File: src/rtl/spi_arbiter.sv
// Two-channel round-robin arbiter in front of a single SPI byte engine.
// Owns device selects, setup/hold/gap spacing and a per-byte timeout.
module spi_arbiter #(
  parameter int unsigned SETUP_CYC = 2,
  parameter int unsigned HOLD_CYC  = 2,
  parameter int unsigned GAP_CYC   = 4,
  parameter int unsigned TIMEOUT   = 1024
) (
  input  logic        clk,
  input  logic        reset,
  input  logic [1:0]  req,
  input  logic [2:0]  len0,
  input  logic [2:0]  len1,
  input  logic [31:0] txd0,
  input  logic [31:0] txd1,
  output logic [31:0] rxd0,
  output logic [31:0] rxd1,
  output logic [1:0]  done,
  output logic [1:0]  err,
  output logic        busy,
  output logic [1:0]  ce,
  output logic        eng_start,
  output logic [7:0]  eng_tx,
  input  logic        eng_busy,
  input  logic        eng_done,
  input  logic [7:0]  eng_rx
);

  localparam int unsigned SH_MAX  = (SETUP_CYC > HOLD_CYC) ? SETUP_CYC : HOLD_CYC;
  localparam int unsigned CYC_MAX = (SH_MAX > GAP_CYC) ? SH_MAX : GAP_CYC;
  localparam int unsigned CYC_W   = $clog2(CYC_MAX + 1);
  localparam int unsigned TO_W    = $clog2(TIMEOUT + 1);
  localparam int unsigned LEN_W   = 3;
  localparam int unsigned MAX_LEN = 4;

  typedef enum logic [2:0] {
    S_IDLE,
    S_SETUP,
    S_LOAD,
    S_WAIT,
    S_HOLD,
    S_GAP
  } state_t;

  state_t             state_q;
  logic               owner_q;
  logic               last_q;
  logic [31:0]        tx_q;
  logic [31:0]        rx_q;
  logic [LEN_W-1:0]   cnt_q;
  logic [CYC_W-1:0]   cyc_q;
  logic [TO_W-1:0]    to_q;
  logic [1:0]         ce_q;
  logic [1:0]         done_q;
  logic [1:0]         err_q;
  logic               busy_q;
  logic               eng_start_q;
  logic [7:0]         eng_tx_q;
  logic [31:0]        rxd0_q;
  logic [31:0]        rxd1_q;

  logic               grant_c;
  logic [1:0]         grant_mask_c;
  logic [1:0]         owner_mask_c;
  logic [LEN_W-1:0]   len_raw_c;
  logic [LEN_W-1:0]   len_clamp_c;
  logic [31:0]        txd_sel_c;

  // Round-robin pick: on contention the channel not served last wins.
  always_comb begin
    grant_c      = (req == 2'b11) ? ~last_q : req[1];
    grant_mask_c = {grant_c, ~grant_c};
    owner_mask_c = {owner_q, ~owner_q};
    len_raw_c    = grant_c ? len1 : len0;
    len_clamp_c  = (len_raw_c > LEN_W'(MAX_LEN)) ? LEN_W'(MAX_LEN) : len_raw_c;
    txd_sel_c    = grant_c ? txd1 : txd0;
  end

  always_ff @(posedge clk) begin
    if (reset) begin
      state_q     <= S_IDLE;
      owner_q     <= 1'b0;
      last_q      <= 1'b1;
      tx_q        <= '0;
      rx_q        <= '0;
      cnt_q       <= '0;
      cyc_q       <= '0;
      to_q        <= '0;
      ce_q        <= '0;
      done_q      <= '0;
      err_q       <= '0;
      busy_q      <= 1'b0;
      eng_start_q <= 1'b0;
      eng_tx_q    <= '0;
      rxd0_q      <= '0;
      rxd1_q      <= '0;
    end else begin
      done_q      <= '0;
      eng_start_q <= 1'b0;
      case (state_q)
        S_IDLE: begin
          if (req != 2'b00) begin
            owner_q <= grant_c;
            last_q  <= grant_c;
            err_q   <= err_q & ~grant_mask_c;
            busy_q  <= 1'b1;
            tx_q    <= txd_sel_c;
            rx_q    <= '0;
            cnt_q   <= len_clamp_c;
            cyc_q   <= '0;
            // Zero-length request completes immediately without touching the bus.
            if (len_clamp_c == '0) begin
              done_q  <= grant_mask_c;
              state_q <= S_GAP;
            end else begin
              ce_q    <= grant_mask_c;
              state_q <= S_SETUP;
            end
          end
        end

        S_SETUP: begin
          if (cyc_q == CYC_W'(SETUP_CYC - 1)) begin
            cyc_q   <= '0;
            state_q <= S_LOAD;
          end else begin
            cyc_q <= cyc_q + CYC_W'(1);
          end
        end

        S_LOAD: begin
          if (!eng_busy) begin
            eng_start_q <= 1'b1;
            eng_tx_q    <= tx_q[31:24];
            to_q        <= '0;
            state_q     <= S_WAIT;
          end
        end

        S_WAIT: begin
          if (eng_done) begin
            rx_q  <= {rx_q[23:0], eng_rx};
            tx_q  <= {tx_q[23:0], 8'h00};
            cnt_q <= cnt_q - LEN_W'(1);
            if (cnt_q == LEN_W'(1)) begin
              cyc_q   <= '0;
              state_q <= S_HOLD;
            end else begin
              state_q <= S_LOAD;
            end
          end else if (to_q == TO_W'(TIMEOUT - 1)) begin
            ce_q    <= '0;
            err_q   <= err_q | owner_mask_c;
            done_q  <= owner_mask_c;
            cyc_q   <= '0;
            state_q <= S_GAP;
          end else begin
            to_q <= to_q + TO_W'(1);
          end
        end

        S_HOLD: begin
          if (cyc_q == CYC_W'(HOLD_CYC - 1)) begin
            ce_q   <= '0;
            done_q <= owner_mask_c;
            if (owner_q) begin
              rxd1_q <= rx_q;
            end else begin
              rxd0_q <= rx_q;
            end
            cyc_q   <= '0;
            state_q <= S_GAP;
          end else begin
            cyc_q <= cyc_q + CYC_W'(1);
          end
        end

        S_GAP: begin
          if (cyc_q == CYC_W'(GAP_CYC - 1)) begin
            cyc_q   <= '0;
            busy_q  <= 1'b0;
            state_q <= S_IDLE;
          end else begin
            cyc_q <= cyc_q + CYC_W'(1);
          end
        end

        default: begin
          ce_q    <= '0;
          busy_q  <= 1'b0;
          state_q <= S_IDLE;
        end
      endcase
    end
  end

  assign rxd0      = rxd0_q;
  assign rxd1      = rxd1_q;
  assign done      = done_q;
  assign err       = err_q;
  assign busy      = busy_q;
  assign ce        = ce_q;
  assign eng_start = eng_start_q;
  assign eng_tx    = eng_tx_q;

endmodule

File: config.mk
export PLATFORM = sky130hd
export DESIGN_NAME = spi_arbiter
export DESIGN_NICKNAME = d
export VERILOG_FILES = /design/src/rtl/spi_arbiter.sv
export SDC_FILE = /design/constraint.sdc
export NUM_CORES = 1
export LEC_CHECK = 0
export CORE_MARGIN = 4
export CORE_UTILIZATION = 54
export DETAILED_ROUTE_END_ITERATION = 8
export MAX_ROUTING_LAYER = met4
export PLACE_DENSITY = 0.95
export SLEW_MARGIN = 25
export SYNTH_ARGS = -nofsm -noshare
export SYNTH_HDL_FRONTEND = slang
export SYNTH_SLANG_ARGS = --single-unit
File: constraint.sdc
create_clock -name clk -period 2.9 [get_ports clk]
set_input_delay 0.58 -clock clk [delete_from_list [all_inputs] [get_ports clk]]
set_output_delay 0.58 -clock clk [all_outputs]
set_load 0.01 [all_outputs]
==> flow_metrics.env <==
export IMPL_outcome="completed"
export IMPL_maxClockFrequency_mhz=414.6
export IMPL_via_count_of_the_first_global_routing_pass=6572
export IMPL_whs_ns=0.4530
export IMPL_routed_via_count=6736
export IMPL_routed_via_density=5.618
export IMPL_totalNegativeSetupSlack_ns=0
export IMPL_required_ns=3.23
export IMPL_drive_above_1_share_pct=6.913
export IMPL_post_dp_hpwl_um=13230
export IMPL_fp_dieW_um=121.8
export IMPL_synth_net_count=976
export IMPL_yosysSeqAreaShare_pct=47.49
export IMPL_clk_transition_reported_paths_ns=0.06
export IMPL_relSlewSlack_pct=55.46
export IMPL_rsz_0062_raised_after_global_routing="false"
export IMPL_synth_adder_area_share_pct=1.252
export IMPL_report_final_slew_viol_count=0
export IMPL_hp_class="reg2reg"
export IMPL_final_setup_skew_ns=0.006778
export IMPL_drtAntennaViolNets=0
export IMPL_synthArstFlopShare_pct=0
export IMPL_clk_latency_ns=0.42
export IMPL_postSynthRegisterBits=166
export IMPL_number_of_cells_on_the_worst_hold_path=2
export IMPL_reg2reg_depth=5
export IMPL_antenna_found_initial=0
export IMPL_yosys_area_share_xor_xnor_pct=1.126
export IMPL_largest_net_degree_at_the_start_of_global_routing=71
export IMPL_area_share_of_the_largest_cell_type_after_synthesis_pct=47.49
export IMPL_num_rows=41
export IMPL_post_cts_hold_buffer_count=0
export IMPL_coreArea_sq_mm=0.01267
export IMPL_cp_data_arrival_time_ns=2.74
export IMPL_synth_compound_area_share_pct=16.93
export IMPL_die_h_um=121.8
export IMPL_top_level_ports=164
export IMPL_syn_mean_instance_area_sq_um=7.907
export IMPL_setup_reg_to_reg_worst_slack_ns=0.49
export IMPL_final_common_cell="nand2_1"
export IMPL_period_share_pct=83.17
export IMPL_yosys_mux_area_fraction_pct=5.382
export IMPL_die_area_sq_mm=0.01485
export IMPL_ys_top_cells_by_area="dfxtp_1 (47%), nand2_1 (13%), a21oi_1 (11%), mux2i_1 (3.7%), nand3_1 (3.6%)"
export IMPL_rr_endpoint="cyc_q[0]"
export IMPL_antenna_cells_inserted=0
export IMPL_dr_pass1_iters=5
export IMPL_area_delta_synth_final_pct=34.11
export IMPL_initial_utilization_pct=55.23
export IMPL_cts_root_to_sink_buffers=2
export IMPL_grt_overflow_total=0
export IMPL_nFillCells=898
export IMPL_clock_sinks=166
export IMPL_hold_path_startpoint="rxd1[31]"
export IMPL_finalSetupViolations=0
export IMPL_detail_route_iter0_violations=571
export IMPL_synth_lib_cells_used_distinct=51
export IMPL_p_leak_nw=3.191
export IMPL_grt_util_all_layers_pct=27.37
export IMPL_tritoncts_clock_tree="yes"
export IMPL_ys_warn_count=0
export IMPL_library_cell_used_as_clock_root_buffer="clkbuf_16"
export IMPL_synth_main_ff_cell="dfxtp_1"
export IMPL_simple_gate_portion_of_the_synthesized_area_pct=23.30
export IMPL_cts_repair_timing_setup_buffer_count=0
export IMPL_cts_made_buffers=17
export IMPL_cp_start_kind="register"
export IMPL_h_tree_depth=4
export IMPL_drv_cap=0
export IMPL_holdPathEnd="rxd1[31]"
export IMPL_routed_wirelength_um=19500
export IMPL_globalplace_congestion=0.8832
export IMPL_nNetsFinal=1106
export IMPL_synth_area_leader_cell="dfxtp_1"
export IMPL_critical_path_reg2reg_startpoint="state_q[1]"
export IMPL_netlist_area_sq_mm=0.006998
export IMPL_numPortBuffers=163
export IMPL_crit_path_end_kind="register"
export IMPL_power_density_cell_area_mw_per_mm2=768.3
export IMPL_finalCriticalPeriod_ns=2.412
export IMPL_postCtsResizedCells=0
export IMPL_synth_edff_count=0
export IMPL_synthesis_instances=885
export IMPL_largest_family_of_logic_cells_by_synthesized_area="simple AND/OR/NAND/NOR gates"
export IMPL_finalHoldViolations=0
export IMPL_grt_pass1_wl_um=31220
export IMPL_drc=0
export IMPL_worstMarginPinSlew_ns=0.6672
export IMPL_critical_path_peak_fanout=17
export IMPL_ir_worst_vdd_mv=0.5649
export IMPL_final_cell_mix="nand2_1 (251), dfxtp_1 (166), clkdlybuf4s50_1 (162), a21oi_1 (157), nand3_1 (51)"
export IMPL_post_drt_wl_per_cell_um=16.26
export IMPL_path_class="reg2reg"
layout make-up:
class                   instances  area [sq um]  area share, %
clock buffers                  19         442.9          4.719
flip-flops and latches        166          3323          35.41
clock inverters                12         201.4          2.146
well taps                     172         215.2          2.293
inverters                       9         33.78         0.3600
repair buffers                179          1774          18.90
multi-input cells             642          3395          36.17
how the worst max path moves through the flow:
stage / endpoint / depth (start not counted) / slack, ns / start
floorplan: ce[0] / 5 / 0.79 / req[1]
global placement: ce[0] / 6 / 0.30 / req[0]
detailed placement: ce[0] / 6 / 0.22 / req[1]
CTS: rx_q[11] / 6 / 0.57 / state_q[0]
global route: cyc_q[0] / 5 / 0.31 / state_q[1]
finish: cyc_q[0] / 5 / 0.49 / state_q[1]
stage by stage:
stage	std cells	instance area, sq um	worst slack, ns	total power, W	util, %
detailed placement	1168	8736	0.2212	0.004757	68.94
floorplan	885	6998	0.7937	0.004151	-
CTS	1199	9380	0.5726	0.007209	74.03
global placement	1168	8736	0.2977	0.004695	68.94
finish	1199	9385	0.4880	0.007211	74.07
global route	1199	9385	0.3150	0.007555	74.07
sequential cells by signal, indices dropped and copies added, names as in the netlist, 2 cells and up:
signal and cells:
rx_q 32, ce 2, rxd0 32, to_q 11, rxd1 32, tx_q 32
err 2, state_q 3, done 2, cnt_q 3, cyc_q 3, eng_tx 8
cell families (layout without fill, tap and decap cells):
kind of cell	Yosys count	after routing
adder cells (fa/ha/maj)	7	7
XOR/XNOR	9	9
flip-flops	166	166
buffers and inverters	77	219
AO/OA/AOI/OAI	212	212
multiplexers	36	36
AND/OR/NAND/NOR	378	378
per-layer routing:
| layer | vias to the layer above | wire length [um] | track usage, % | part of all wire, % |
|---|---|---|---|---|
| met4 | 0 | 741 | 14.15 | 3.8 |
| met5 | - | 0 | - | 0 |
| li1 | 3271 | - | - | - |
| met3 | 58 | 1195 | 5.153 | 6.1 |
| met1 | 3132 | 7668 | 31.93 | 39 |
| met2 | 275 | 9893 | 45.06 | 51 |
worst max-delay path: stages, from the launching register on:
cell      delay, ns
dfxtp_1        0.74
inv_1          0.25
or2_2          0.40
nor3_1         0.56
nor2_1         0.13
a211oi_1       0.26
Yosys cell counts (all sizes together) (2+ instances only):
cell,n
nand2,251
dfxtp,166
a21oi,158
clkbuf,53
nand3,51
nor2,28
mux2i,26
o211ai,24
buf,15
o21ai,12
nor3,11
mux2,10
inv,9
nand2b,8
xnor2,8
ha,7
nor4,5
nand4,4
or2,4
nor2b,3
nor3b,3
or3,3
a211oi,2
a31oi,2
nand3b,2
o32ai,2
report_power, final:
part           internal (W)  switching, W  total, W
Combinational      0.000735       0.00127   0.00200
Clock               0.00155      0.000907   0.00246
Sequential          0.00254      0.000217   0.00275
Power figures use the tool's default switching activity.
